--- src/rtl/arb_mux_n.sv ---
// N-input registered multiplexer with valid/ready on every channel.
// Arbitration is round-robin or fixed priority, with an optional forced-select bypass.
module arb_mux_n #(
    parameter int  DATA_WIDTH = 32,
    parameter int  NUM_IN     = 4,
    parameter int  ARB_MODE   = 0,
    localparam int SEL_W      = $clog2(NUM_IN)
) (
    input  logic                         clk,
    input  logic                         rst_n,
    input  logic                         force_en,
    input  logic [SEL_W-1:0]             force_sel,
    input  logic [NUM_IN-1:0]            in_valid,
    input  logic [NUM_IN*DATA_WIDTH-1:0] in_data,
    output logic [NUM_IN-1:0]            in_ready,
    output logic                         out_valid,
    output logic [DATA_WIDTH-1:0]        out_data,
    output logic [SEL_W-1:0]             out_sel,
    input  logic                         out_ready
);

    logic                  load;
    logic                  grant_ok;
    logic [SEL_W-1:0]      grant_idx;
    logic [SEL_W-1:0]      ptr;
    logic [SEL_W-1:0]      ptr_inc;
    logic [DATA_WIDTH-1:0] grant_data;

    assign load = !out_valid || out_ready;

    always_comb begin : grant_logic
        int idx;
        grant_ok   = 1'b0;
        grant_idx  = '0;
        grant_data = '0;
        idx        = 0;
        if (force_en) begin
            // An out-of-range force_sel matches no channel, so it simply yields no grant.
            for (int i = 0; i < NUM_IN; i++) begin
                if (force_sel == SEL_W'(i) && in_valid[i]) begin
                    grant_ok  = 1'b1;
                    grant_idx = SEL_W'(i);
                end
            end
        end else if (ARB_MODE == 1) begin
            for (int i = NUM_IN - 1; i >= 0; i--) begin
                if (in_valid[i]) begin
                    grant_ok  = 1'b1;
                    grant_idx = SEL_W'(i);
                end
            end
        end else begin
            for (int k = 0; k < NUM_IN; k++) begin
                idx = int'(ptr) + k;
                if (idx >= NUM_IN) begin
                    idx = idx - NUM_IN;
                end
                if (!grant_ok && in_valid[idx]) begin
                    grant_ok  = 1'b1;
                    grant_idx = SEL_W'(idx);
                end
            end
        end
        for (int i = 0; i < NUM_IN; i++) begin
            if (grant_idx == SEL_W'(i)) begin
                grant_data = in_data[i*DATA_WIDTH +: DATA_WIDTH];
            end
        end
    end

    always_comb begin
        in_ready = '0;
        for (int i = 0; i < NUM_IN; i++) begin
            in_ready[i] = rst_n && load && grant_ok && (grant_idx == SEL_W'(i));
        end
    end

    assign ptr_inc = (grant_idx == SEL_W'(NUM_IN - 1)) ? '0 : grant_idx + SEL_W'(1);

    always_ff @(posedge clk or negedge rst_n) begin
        if (!rst_n) begin
            out_valid <= 1'b0;
            out_data  <= '0;
            out_sel   <= '0;
            ptr       <= '0;
        end else if (load) begin
            if (grant_ok) begin
                out_valid <= 1'b1;
                out_data  <= grant_data;
                out_sel   <= grant_idx;
                // Forced transfers must not disturb round-robin fairness.
                if (ARB_MODE == 0 && !force_en) begin
                    ptr <= ptr_inc;
                end
            end else begin
                out_valid <= 1'b0;
            end
        end
    end

endmodule

--- config.mk ---
export PLATFORM = sky130hd
export DESIGN_NAME = arb_mux_n
export DESIGN_NICKNAME = d
export VERILOG_FILES = /design/src/rtl/arb_mux_n.sv
export SDC_FILE = /design/constraint.sdc
export NUM_CORES = 1
export LEC_CHECK = 0
export ABC_CLOCK_PERIOD_IN_PS = 3300
export BUFFER_PORTS_ARGS = -buffer_cell sky130_fd_sc_hd__buf_2
export CELL_PAD_IN_SITES_DETAIL_PLACEMENT = 0
export CELL_PAD_IN_SITES_GLOBAL_PLACEMENT = 1
export CORE_MARGIN = 1
export CORE_UTILIZATION = 30
export CTS_CLUSTER_SIZE = 12
export DETAILED_ROUTE_END_ITERATION = 6
export GPL_TIMING_DRIVEN = 0
export HOLD_SLACK_MARGIN = 0.15
export MAX_ROUTING_LAYER = met4
export PLACE_DENSITY_LB_ADDON = 0.12
export SLEW_MARGIN = 20
export SYNTH_ARGS = -nofsm -noshare
export SYNTH_HDL_FRONTEND = slang
export SYNTH_SLANG_ARGS = --single-unit
--- constraint.sdc ---
create_clock -name clk -period 3.3 [get_ports clk]
set_input_delay 0.165 -clock clk [delete_from_list [all_inputs] [get_ports clk]]
set_output_delay 0.165 -clock clk [all_outputs]
set_load 0.03 [all_outputs]
==> qor.txt <==
Outcome -> complete, but fails checks
Failing checks -> DRC
Syn nets -> 424
Top fanout value on the critical path -> 10
Asr flop ratio synth -> 100%
Pins over their slew limit -> 0
Worst Setup End Kind -> output port
RSZ-0062 raised after global routing -> yes
Cells on worst reg2reg path -> 12
Top Ports -> 177
Via count -> 2850
Gp weighted congestion -> 0.754
Overall Global Routing Usage -> 20.2%
Reg-to-reg endpoint -> out_data[5]$_DFFE_PN0P_
EDFF count, synth -> 0
WHS -> 0.173 ns
Hold path depth -> 3
FF+latch count, synth -> 37
Hold EP -> out_valid$_DFFE_PN0N_
Worst setup margin -> 0.156 ns
Yosys warnings -> 0
Global route overflow -> 0
First DRT Iteration DRCs -> 114
Worst Hold Class -> input port to flop
Setup WS pre-CTS -> -0.358 ns
Count of unique library cells instantiated by Yosys -> 30
Slew HR -> 40.6%
H-tree levels -> 2
Synth Flop Type -> dfrtp_1
Max-cap violations -> 0
Skew final -> 0.0107 ns
Initial antenna violation count -> 0
Largest net degree at the start of global routing -> 42
DR WL/cell -> 15.9 µm
Cell area power density -> 766 nW/µm²
Post-Route WL -> 9160 µm
Horiz. Die Dim -> 97.7 µm
Maximum clock path buffer count -> 2
Fmax -> 318 MHz
Via-to-Cell Ratio -> 4.96
NumNets Final -> 608
Fin util -> 45.8%
Syn_area_per_cell -> 9.73 µm²
Area delta synth->final -> 46.9%
Worst slew pin tran -> 0.891 ns
Syn Inst Count -> 282
Core Rows -> 34
Core area -> 8810 µm²
CP arrival -> 2.98 ns
CTS clk-pin slew, worst paths -> 0.07 ns
Worst vdd ir -> 0.245 mV
Clock root cell -> clkbuf_8
Post-Syn Area -> 2750 µm²
Post-synth top area cell -> dfrtp_1
R2R Path Start -> ptr[1]$_DFFE_PN0P_
Tcrit/Tclk final -> 95.3%
Total CTS buffers -> 5
Endpoints failing hold -> 0
Drt pass-1 iters -> 6
Clk sink count -> 37
Die height -> 97.7 µm
Leakage -> 1.98 nW
First-pass GRT wire length -> 14600 µm
Worst Path Required -> 3.13 ns
Number of remaining DRC errors -> 30
Fraction of layout cells with a size suffix above 1 -> 55.7%
Setup CP Type -> flop to output port
CP Launch Type -> flop
DPL Wire Length -> 6790 µm
Synth area leaders -> dfrtp_1, a221oi_1, mux2_2, o31ai_1, mux2_4
Inserted Diodes -> 0
CP Launch Point -> ptr[1]$_DFFE_PN0P_
Vias in the first global route -> 2830
Synth top area share -> 33.7%
Min-delay src -> out_ready
Min Tclk post-route -> 3.14 ns
Starting density of the core -> 31.2%
Routed Antenna Nets -> 0
# setup viols final -> 0
Register-to-Register Setup Slack -> 0.16 ns
# port buffers -> 175
CTS tree -> done
Full die area -> 9540 µm²
Worst-skew pair later-pin latency -> 0.29 ns
Seq/Total Area, Yosys -> 33.7%
-- stage by stage --
stage	cell area, µm²	power, mW	std cells	TNS (ns)
final	4030	3.09	575	0
after global routing	4030	3.31	575	-0.0251
after CTS	3930	3.06	574	0
after detailed placement	3760	2.60	565	-8.27
after global placement	3760	2.59	565	-7.52
after floorplan	2750	2.05	282	0
-- state kept, by name, indices dropped and copies added (netlist names) --
signal and cells:
out_sel 2, out_data 32, out_valid 1, ptr 2
-- cells by family (layout without fill, tap and decap cells) --
kind of cell / Yosys count / count (layout) / share of synthesized area [%]
simple gates: 86 / 86 / 16.8
mux: 44 / 44 / 19.8
fa+ha+maj: 4 / 4 / 1.82
compound gates: 78 / 78 / 22.2
buf+inv: 33 / 218 / 5.65
flops: 37 / 37 / 33.7
-- per-layer routing --
layer | wire [µm] | GRT usage [%] | up-vias
li1 | - | - | 1431
met1 | 4080 | 25.5 | 1304
met2 | 4520 | 34.5 | 108
met3 | 504 | 2.88 | 7
met4 | 63 | 4.20 | 0
met5 | 0 | - | -
-- Yosys cell counts (2+ instances only) --
master and instances:
o211ai_1 3, a21boi_0 2, inv_1 5, a21oi_1 3, mux2_4 15, mux2_2 22, and3_1 4, mux2i_1 7
clkbuf_1 23, nand2_1 37, a221oi_1 31, buf_6 4, nand3b_1 4, o21ai_0 5, ha_1 4, nor2b_1 33
o31ai_1 31, dfrtp_1 37
-- layout by cell type, fill, tap and decap left out, types with 5 or more instances in the layout --
cell type	netlist	layout
a221oi_1	31	19
nand2_1	37	37
mux2_2	22	22
clkbuf_1	23	5
o31ai_1	31	31
buf_2	1	177
inv_1	5	5
buf_6	4	5
clkbuf_8	0	7
mux2i_1	7	7
nor2b_1	33	32
mux2_4	15	15
a221oi_2	0	12
dfrtp_1	37	37
buf_4	0	7
clkbuf_2	0	6
-- area by class of cell --
cell class | instances | area, µm²
fill | 920 | 4770
multi-input combinational | 212 | 1740
sequential | 37 | 926
timing repair buffer | 179 | 911
buffer | 26 | 183
tap | 108 | 135
clock buffer | 7 | 86.3
clock inverter | 1 | 30.0
inverter | 5 | 18.8
-- worst max-delay path, stage by stage (launching register included) --
cell and delay (ns):
dfrtp_1 0.35, mux2_2 0.33, or4b_4 0.49, a221o_1 0.36
o211ai_1 0.10, buf_4 0.16, inv_1 0.05, ha_1 0.19
buf_4 0.17, clkbuf_8 0.17, and3_1 0.14, buf_2 0.17
-- how the worst max path moves through the flow --
stage,depth (start not counted),end
finish,11,in_ready[2]
global placement,11,out_data[22]$_DFFE_PN0P_
CTS,10,out_data[3]$_DFFE_PN0P_
floorplan,11,out_data[13]$_DFFE_PN0P_
global route,12,out_data[5]$_DFFE_PN0P_
detailed placement,11,out_data[22]$_DFFE_PN0P_
-- report_power, final --
part	leakage (nW)	switching (mW)	internal [mW]	total [mW]
Sequential	0.450	0.117	0.668	0.785
Combinational	1.48	1.08	0.808	1.89
Clock	0.0585	0.169	0.247	0.416
-- repair_timing --
| item | CTS | global route |
|---|---|---|
| hold buffers | 1 | 0 |
| endpoints found under the hold margin | 37 | 0 |
| endpoints found under the setup margin | 34 | 35 |
| resized for setup | 19 | 42 |
| pin swaps | 0 | 1 |
| setup buffers | 2 | 1 |
Note: power is estimated with default switching activity, not from simulation.
